## config.mk

```make
export PLATFORM = sky130hd
export DESIGN_NAME = wb_rr_interconnect_flat
export DESIGN_NICKNAME = d
export VERILOG_FILES = /design/src/rtl/wb_rr_interconnect_if.sv /design/src/rtl/wb_rr_interconnect.sv /design/src/flat_wrapper.sv
export SDC_FILE = /design/constraint.sdc
export NUM_CORES = 1
export LEC_CHECK = 0
export CORE_AREA = 2 2 339 341
export CTS_CLUSTER_DIAMETER = 120
export DETAILED_ROUTE_END_ITERATION = 12
export DIE_AREA = 0 0 341 343
export GPL_ROUTABILITY_DRIVEN = 1
export MAX_ROUTING_LAYER = met4
export RECOVER_POWER = 100
export SLEW_MARGIN = 25
export SYNTH_ARGS = -nofsm -noshare
export SYNTH_HDL_FRONTEND = slang
export SYNTH_SLANG_ARGS = --single-unit
```

## constraint.sdc

```tcl
create_clock -name clk -period 1.8 [get_ports clk]
set_clock_uncertainty 0.05 [all_clocks]
set_input_delay 0.27 -clock clk [delete_from_list [all_inputs] [get_ports clk]]
set_output_delay 0.27 -clock clk [all_outputs]
set_load 0.01 [all_outputs]
```

## src/rtl/wb_rr_interconnect_if.sv

```systemverilog
// Bus bundle between NUM_MASTERS upstream Wishbone masters, the round-robin
// interconnect and its single downstream (l2) slave port.
interface wb_rr_interconnect_if #(
  parameter int NUM_MASTERS = 2,
  parameter int DATA_W      = 128,
  parameter int ADDR_W      = 12
);
  localparam int SEL_W = DATA_W / 8;

  logic [NUM_MASTERS-1:0]        m_cyc;
  logic [NUM_MASTERS-1:0]        m_stb;
  logic [NUM_MASTERS-1:0]        m_we;
  logic [NUM_MASTERS*ADDR_W-1:0] m_adr;
  logic [NUM_MASTERS*SEL_W-1:0]  m_sel;
  logic [NUM_MASTERS*DATA_W-1:0] m_dat_m;
  logic [NUM_MASTERS-1:0]        m_ack;
  logic [NUM_MASTERS-1:0]        m_rty;
  logic [NUM_MASTERS*DATA_W-1:0] m_dat_s;

  logic                          l2_cyc;
  logic                          l2_stb;
  logic                          l2_we;
  logic [ADDR_W-1:0]             l2_adr;
  logic [SEL_W-1:0]              l2_sel;
  logic [DATA_W-1:0]             l2_dat_m;
  logic                          l2_ack;
  logic                          l2_rty;
  logic [DATA_W-1:0]             l2_dat_s;

  logic [NUM_MASTERS-1:0]        gnt;

  // The interconnect is the slave of the upstream masters and the master of l2.
  modport slave (
    input  m_cyc, m_stb, m_we, m_adr, m_sel, m_dat_m, l2_ack, l2_rty, l2_dat_s,
    output m_ack, m_rty, m_dat_s, l2_cyc, l2_stb, l2_we, l2_adr, l2_sel, l2_dat_m, gnt
  );

  modport master (
    output m_cyc, m_stb, m_we, m_adr, m_sel, m_dat_m, l2_ack, l2_rty, l2_dat_s,
    input  m_ack, m_rty, m_dat_s, l2_cyc, l2_stb, l2_we, l2_adr, l2_sel, l2_dat_m, gnt
  );
endinterface

```

## src/rtl/wb_rr_interconnect.sv

```systemverilog
// Round-robin Wishbone N:1 interconnect (IDLE -> SETUP -> CONNECT).
// Optional watchdog on a stalled CONNECT is enabled by defining WB_ARB_TIMEOUT_EN.
module wb_rr_interconnect #(
  parameter int NUM_MASTERS    = 2,
  parameter int DATA_W         = 128,
  parameter int ADDR_W         = 12,
  parameter int TIMEOUT_CYCLES = 64
) (
  input  logic                 clk,
  input  logic                 rst,
  wb_rr_interconnect_if.slave  bus
);
  localparam int SEL_W = DATA_W / 8;
  localparam int IW    = (NUM_MASTERS > 1) ? $clog2(NUM_MASTERS) : 1;

  typedef enum logic [1:0] {IDLE, SETUP, CONNECT} state_t;

  state_t                 state;
  logic [IW-1:0]          gidx;
  logic [IW-1:0]          last_grant;
  logic [NUM_MASTERS-1:0] gnt_r;
  logic [NUM_MASTERS-1:0] req;
  logic [IW:0]            pick_idle;
  logic [IW:0]            pick_next;
  logic                   conn;
  logic                   to_hit;
  logic                   live;
  logic                   done;

  // Returns {found, index}: first requester strictly after 'last', wrapping.
  function automatic logic [IW:0] rr_pick(input logic [NUM_MASTERS-1:0] r,
                                          input logic [IW-1:0] last);
    logic [IW:0]   res;
    logic [IW-1:0] idx;
    res = '0;
    for (int k = NUM_MASTERS; k >= 1; k--) begin
      idx = IW'((int'(last) + k) % NUM_MASTERS);
      if (r[idx]) res = {1'b1, idx};
    end
    return res;
  endfunction

  assign req       = bus.m_cyc & bus.m_stb;
  assign pick_idle = rr_pick(req, last_grant);
  assign pick_next = rr_pick(req & ~(NUM_MASTERS'(1) << gidx), gidx);
  assign conn      = (state == CONNECT);

`ifdef WB_ARB_TIMEOUT_EN
  localparam int CW = $clog2(TIMEOUT_CYCLES + 1);
  logic [CW-1:0] to_cnt;
  assign to_hit = conn && (to_cnt == CW'(TIMEOUT_CYCLES));
`else
  assign to_hit = 1'b0;
`endif

  assign live = conn && !to_hit;
  assign done = live && (bus.l2_ack || bus.l2_rty);

  always_ff @(posedge clk) begin
    if (rst) begin
      state      <= IDLE;
      gidx       <= '0;
      last_grant <= IW'(NUM_MASTERS - 1);
      gnt_r      <= '0;
`ifdef WB_ARB_TIMEOUT_EN
      to_cnt     <= '0;
`endif
    end else begin
      case (state)
        IDLE: begin
          if (pick_idle[IW]) begin
            gidx  <= pick_idle[IW-1:0];
            state <= SETUP;
          end
        end
        SETUP: begin
          state <= CONNECT;
          gnt_r <= NUM_MASTERS'(1) << gidx;
`ifdef WB_ARB_TIMEOUT_EN
          to_cnt <= '0;
`endif
        end
        CONNECT: begin
          // Watchdog has precedence: l2 sees cyc low that cycle, so any ack is void.
          if (to_hit) begin
            last_grant <= gidx;
            gnt_r      <= '0;
            state      <= IDLE;
          end else if (done) begin
            last_grant <= gidx;
            gnt_r      <= '0;
            if (pick_next[IW]) begin
              gidx  <= pick_next[IW-1:0];
              state <= SETUP;
            end else begin
              state <= IDLE;
            end
          end else if (!bus.m_cyc[gidx]) begin
            gnt_r <= '0;
            state <= IDLE;
          end
`ifdef WB_ARB_TIMEOUT_EN
          else begin
            to_cnt <= to_cnt + 1'b1;
          end
`endif
        end
        default: state <= IDLE;
      endcase
    end
  end

  always_comb begin
    bus.l2_cyc   = 1'b0;
    bus.l2_stb   = 1'b0;
    bus.l2_we    = 1'b0;
    bus.l2_adr   = '0;
    bus.l2_sel   = '0;
    bus.l2_dat_m = '0;
    bus.m_ack    = '0;
    bus.m_rty    = '0;
    bus.m_dat_s  = '0;
    if (live) begin
      bus.l2_cyc   = bus.m_cyc[gidx];
      bus.l2_stb   = bus.m_stb[gidx];
      bus.l2_we    = bus.m_we[gidx];
      bus.l2_adr   = bus.m_adr[gidx*ADDR_W +: ADDR_W];
      bus.l2_sel   = bus.m_sel[gidx*SEL_W +: SEL_W];
      bus.l2_dat_m = bus.m_dat_m[gidx*DATA_W +: DATA_W];
      bus.m_ack[gidx] = bus.l2_ack;
      bus.m_rty[gidx] = bus.l2_rty;
      bus.m_dat_s[gidx*DATA_W +: DATA_W] = bus.l2_dat_s;
    end
    if (to_hit) bus.m_rty[gidx] = 1'b1;
  end

  assign bus.gnt = gnt_r;

endmodule

```

## src/flat_wrapper.sv

```systemverilog
// flat-port wrapper written by rule: the top's interface ports become plain ports
module wb_rr_interconnect_flat 
#(
  parameter int NUM_MASTERS    = 2,
  parameter int DATA_W         = 128,
  parameter int ADDR_W         = 12,
  parameter int TIMEOUT_CYCLES = 64
)
  (clk, rst, bus_m_cyc, bus_m_stb, bus_m_we, bus_m_adr, bus_m_sel, bus_m_dat_m, bus_l2_ack, bus_l2_rty, bus_l2_dat_s, bus_m_ack, bus_m_rty, bus_m_dat_s, bus_l2_cyc, bus_l2_stb, bus_l2_we, bus_l2_adr, bus_l2_sel, bus_l2_dat_m, bus_gnt);
  wb_rr_interconnect_if #(.NUM_MASTERS(NUM_MASTERS), .DATA_W(DATA_W), .ADDR_W(ADDR_W)) bus_i ();
  input  logic clk;
  input  logic rst;
  input wire logic [$bits(bus_i.m_cyc)-1:0] bus_m_cyc;
  input wire logic [$bits(bus_i.m_stb)-1:0] bus_m_stb;
  input wire logic [$bits(bus_i.m_we)-1:0] bus_m_we;
  input wire logic [$bits(bus_i.m_adr)-1:0] bus_m_adr;
  input wire logic [$bits(bus_i.m_sel)-1:0] bus_m_sel;
  input wire logic [$bits(bus_i.m_dat_m)-1:0] bus_m_dat_m;
  input wire logic [$bits(bus_i.l2_ack)-1:0] bus_l2_ack;
  input wire logic [$bits(bus_i.l2_rty)-1:0] bus_l2_rty;
  input wire logic [$bits(bus_i.l2_dat_s)-1:0] bus_l2_dat_s;
  output wire logic [$bits(bus_i.m_ack)-1:0] bus_m_ack;
  output wire logic [$bits(bus_i.m_rty)-1:0] bus_m_rty;
  output wire logic [$bits(bus_i.m_dat_s)-1:0] bus_m_dat_s;
  output wire logic [$bits(bus_i.l2_cyc)-1:0] bus_l2_cyc;
  output wire logic [$bits(bus_i.l2_stb)-1:0] bus_l2_stb;
  output wire logic [$bits(bus_i.l2_we)-1:0] bus_l2_we;
  output wire logic [$bits(bus_i.l2_adr)-1:0] bus_l2_adr;
  output wire logic [$bits(bus_i.l2_sel)-1:0] bus_l2_sel;
  output wire logic [$bits(bus_i.l2_dat_m)-1:0] bus_l2_dat_m;
  output wire logic [$bits(bus_i.gnt)-1:0] bus_gnt;
  assign bus_i.m_cyc = bus_m_cyc;
  assign bus_i.m_stb = bus_m_stb;
  assign bus_i.m_we = bus_m_we;
  assign bus_i.m_adr = bus_m_adr;
  assign bus_i.m_sel = bus_m_sel;
  assign bus_i.m_dat_m = bus_m_dat_m;
  assign bus_i.l2_ack = bus_l2_ack;
  assign bus_i.l2_rty = bus_l2_rty;
  assign bus_i.l2_dat_s = bus_l2_dat_s;
  assign bus_m_ack = bus_i.m_ack;
  assign bus_m_rty = bus_i.m_rty;
  assign bus_m_dat_s = bus_i.m_dat_s;
  assign bus_l2_cyc = bus_i.l2_cyc;
  assign bus_l2_stb = bus_i.l2_stb;
  assign bus_l2_we = bus_i.l2_we;
  assign bus_l2_adr = bus_i.l2_adr;
  assign bus_l2_sel = bus_i.l2_sel;
  assign bus_l2_dat_m = bus_i.l2_dat_m;
  assign bus_gnt = bus_i.gnt;
  wb_rr_interconnect #(.NUM_MASTERS(NUM_MASTERS), .DATA_W(DATA_W), .ADDR_W(ADDR_W), .TIMEOUT_CYCLES(TIMEOUT_CYCLES)) u_core (.clk(clk), .rst(rst), .bus(bus_i));
endmodule
```

==> flow_metrics.env <==
export IMPL_max_vdd_ir_drop_mv=0.282
export IMPL_worstSetupStartpointType="flop"
export IMPL_dp_hpwl_um=81100
export IMPL_syn_area_per_cell_um2=6.56
export IMPL_area_delta_synth_final_pct=306
export IMPL_ant_nets=0
export IMPL_whs_endpoint="u_core.bus.gnt[0]$_SDFFE_PP0P_"
export IMPL_wl_per_cell_um=28.3
export IMPL_crit_arrival_ns=1.90
export IMPL_grt_pass1_vias=8942
export IMPL_p_leak_nw=8.17
export IMPL_slowest_delay_ns=0.48
export IMPL_htree_num_levels=1
export IMPL_fin_crit_sh=1.24
export IMPL_dr_wl_met2_um=40600
export IMPL_crit_chain="buf_12 -> buf_12 -> mux2i_2 -> nor2_1 -> clkdlybuf4s50_1"
export IMPL_worstHoldStart="u_core.bus.gnt[0]$_SDFFE_PP0P_"
export IMPL_synth_nets=1146
export IMPL_hold_depth=2
export IMPL_period_needed_ns=2.22
export IMPL_tritoncts="yes"
export IMPL_maxCapViolCount=0
export IMPL_start_util=0.0402
export IMPL_std_cell_rows=124
export IMPL_end_kind="output port"
export IMPL_cts_buffers=3
export IMPL_fmax_mhz=450
export IMPL_synthTopCellsByArea="mux2i_1 (35%), and2_1 (18%), and3_1 (18%)"
export IMPL_avgViaCountPerCell=3.01
export IMPL_tightest_slew_ns=0.488
export IMPL_finalNetCount=2113
export IMPL_rr_startpoint="u_core.gidx$_SDFFE_PP0P_"
export IMPL_cts_clk_slew_worst_paths_ns=0.04
export IMPL_ys_seq_area_frac=0.0263
export IMPL_crit_slowest_cell="clkdlybuf4s50_1"
export IMPL_critPathKind="reg2out"
export IMPL_outcome="finished with violations"
export IMPL_hp_class="reg2reg"
export IMPL_clockBufferDepth=2
export IMPL_io_buffers=870
export IMPL_gp_congestion=0.977
export IMPL_finalSetupTns_ns=-68.56
export IMPL_yosys_warnings=0
export IMPL_clockRootBuffer="clkbuf_16"
export IMPL_relSlewSlack=0.676
export IMPL_regToRegSetupSlack_ns=-0.05
export IMPL_netlist_area_um2=4560
export IMPL_rr_worst_depth=9
export IMPL_syn_inst=696
export IMPL_rsz0062_at_grt="true"
export IMPL_first_iter_violations=585
export IMPL_cp_depth=5
export IMPL_violations="negative setup slack"
export IMPL_synth_seq_cells=6
export IMPL_wl_met3_um=16200
export IMPL_path_buf_inv=3
export IMPL_yosys_area_top_type="mux2i_1"
export IMPL_path_max_fanout=24
export IMPL_final_hold_violation_count=0
export IMPL_yosys_area_top_type_share=0.351
export IMPL_r2r_end="u_core.gidx$_SDFFE_PP0P_"
export IMPL_setup_viol=376
export IMPL_clock_sinks=6
export IMPL_dr_pass1_iters=5
export IMPL_p_per_area_nw_per_um2=231
export IMPL_chipHeight_um=343
export IMPL_grt_pass1_wl_um=105000
export IMPL_top_level_ports=871
export IMPL_insertion_delay_ns=0.24
export IMPL_dp_worst_setup_slack_ns=-0.464
export IMPL_cp_required_ns=1.48
export IMPL_yosysUniqueCellTypes=24
export IMPL_cp_top_family="buffers and inverters"
export IMPL_grtUsageTotal=0.145
export IMPL_drive_gt1_frac=0.395
export IMPL_die_area_um2=117000
export IMPL_final_max_slew_violation_count=0
export IMPL_finalWorstSetupSlack_ns=-0.424
export IMPL_drc=0
export IMPL_grt_ovfl_total=0
export IMPL_antenna_found_initial=94
export IMPL_die_x_um=341
export IMPL_routed_top_layer="met4"
export IMPL_detailroute_via_count=9791
export IMPL_grt_max_degree=53
export IMPL_crit_top_cell="buf_12"
export IMPL_core_area_um2=113000
export IMPL_routed_wirelength_um=91900
export IMPL_met1_length_um=33800
==> registers in the layout (all words and copies together), names as in the netlist <==
register	cells
u_core.gidx	1
u_core.state	2
u_core.bus.gnt	2
u_core.last_grant	1
==> area by class of cell <==
cell class	count	area, um^2
Tap cell	1512	1890
Clock buffer	4	78.8
Multi-Input combinational cell	611	5030
Timing Repair Buffer	1041	11200
Antenna cell	76	190
Sequential cell	6	126
Fill cell	12700	94900
==> worst reg2reg max path, cell delays in order (launching register included) <==
cell     delay (ns)
dfxtp_4        0.35
buf_12         0.15
buf_4          0.14
buf_12         0.14
buf_12         0.15
buf_4          0.16
nand3_1        0.06
o21ai_0        0.08
a21oi_1        0.22
mux2i_1        0.25
==> worst max path at each step <==
stage                       end                         start  slack [ns]
2_1_floorplan  bus_m_dat_s[100]  u_core.state[0]$_SDFFE_PP0P_        0.36
3_3_place_gp   bus_l2_dat_m[17]      u_core.gidx$_SDFFE_PP0P_       -0.45
3_5_place_dp   bus_l2_dat_m[17]      u_core.gidx$_SDFFE_PP0P_       -0.46
4_1_cts        bus_l2_dat_m[85]      u_core.gidx$_SDFFE_PP0P_       -0.48
5_1_grt         bus_m_dat_s[23]  u_core.state[0]$_SDFFE_PP0P_       -0.47
6_report        bus_l2_dat_m[9]      u_core.gidx$_SDFFE_PP0P_       -0.42
==> cells by family (layout without fill, tap and decap cells) <==
kind of cell | after synthesis | in the layout | share of synthesized area
other | 0 | 76 | 0
buffers and inverters | 79 | 1045 | 0.0927
DFF | 6 | 6 | 0.0263
AOI/OAI and AO/OA | 10 | 10 | 0.0132
muxes | 160 | 160 | 0.351
and+or+nand+nor | 441 | 441 | 0.517
==> routing by layer <==
metal,global-route usage,vias to the layer above
li1,-,4433
met1,0.147,4652
met2,0.221,659
met3,0.119,47
met4,0.0156,0
met5,-,-
==> through the flow <==
stage | hold WS, ns | power (mW) | util | area [um^2] | std cells
6_report | 0.431 | 4.28 | 0.163 | 18500 | 3250
5_1_grt | 0.472 | 4.46 | 0.163 | 18500 | 3248
4_1_cts | 0.433 | 3.88 | 0.150 | 17100 | 3101
3_5_place_dp | 0.425 | 3.22 | 0.143 | 16300 | 3068
3_3_place_gp | 0.427 | 3.20 | 0.143 | 16300 | 3068
2_1_floorplan | 0.289 | 0.936 | - | 4560 | 696
==> repair_timing <==
action / CTS / global route
setup endpoints to repair: 412 / 417
pin swaps: 4 / 7
gates cloned: 6 / 20
buffers inserted: 24 / 58
gates resized for setup: 368 / 639
hold buffers: 0 / 0
==> power by group <==
part           leakage, nW  switching [mW]  internal (mW)
clock network       0.0386          0.0874          0.295
registers           0.0505         0.00786          0.143
logic                 8.08            1.57           2.18
total                 8.17            1.66           2.61
==> Yosys cell counts <==
cell / count
nand3_1: 3
a21oi_1: 3
buf_6: 2
and3_1: 130
a211oi_1: 2
nor2_2: 1
buf_2: 20
nand3b_1: 1
nand2b_1: 2
nor3_1: 1
nor4_4: 1
o21ai_0: 2
nor2b_4: 1
clkbuf_2: 18
a31oi_1: 2
clkbuf_1: 22
and2_1: 130
buf_4: 17
o21bai_1: 1
nor2_1: 165
nand2b_4: 1
mux2i_1: 160
nand2_1: 5
dfxtp_1: 6
==> layout by cell type, fill, tap and decap left out, types with 4 or more instances in the layout <==
| cell | netlist | routed |
|---|---|---|
| buf_4 | 17 | 111 |
| nor2_4 | 0 | 10 |
| buf_12 | 0 | 112 |
| nand2_1 | 5 | 5 |
| mux2i_4 | 0 | 46 |
| buf_16 | 0 | 8 |
| and3_1 | 130 | 106 |
| buf_2 | 20 | 74 |
| mux2i_2 | 0 | 32 |
| clkdlybuf4s50_1 | 0 | 491 |
| clkbuf_16 | 0 | 17 |
| and3_4 | 0 | 24 |
| nor2_1 | 165 | 127 |
| diode_2 | 0 | 76 |
| dlymetal6s2s_1 | 0 | 48 |
| nor2_2 | 1 | 29 |
| buf_6 | 2 | 81 |
| buf_8 | 0 | 8 |
| clkdlybuf4s15_2 | 0 | 19 |
| and2_1 | 130 | 109 |
| and2_4 | 0 | 21 |
| mux2i_1 | 160 | 82 |
| clkbuf_1 | 22 | 4 |
| clkbuf_2 | 18 | 58 |
| dlygate4sd2_1 | 0 | 14 |
(Power assumes the default switching activity.)
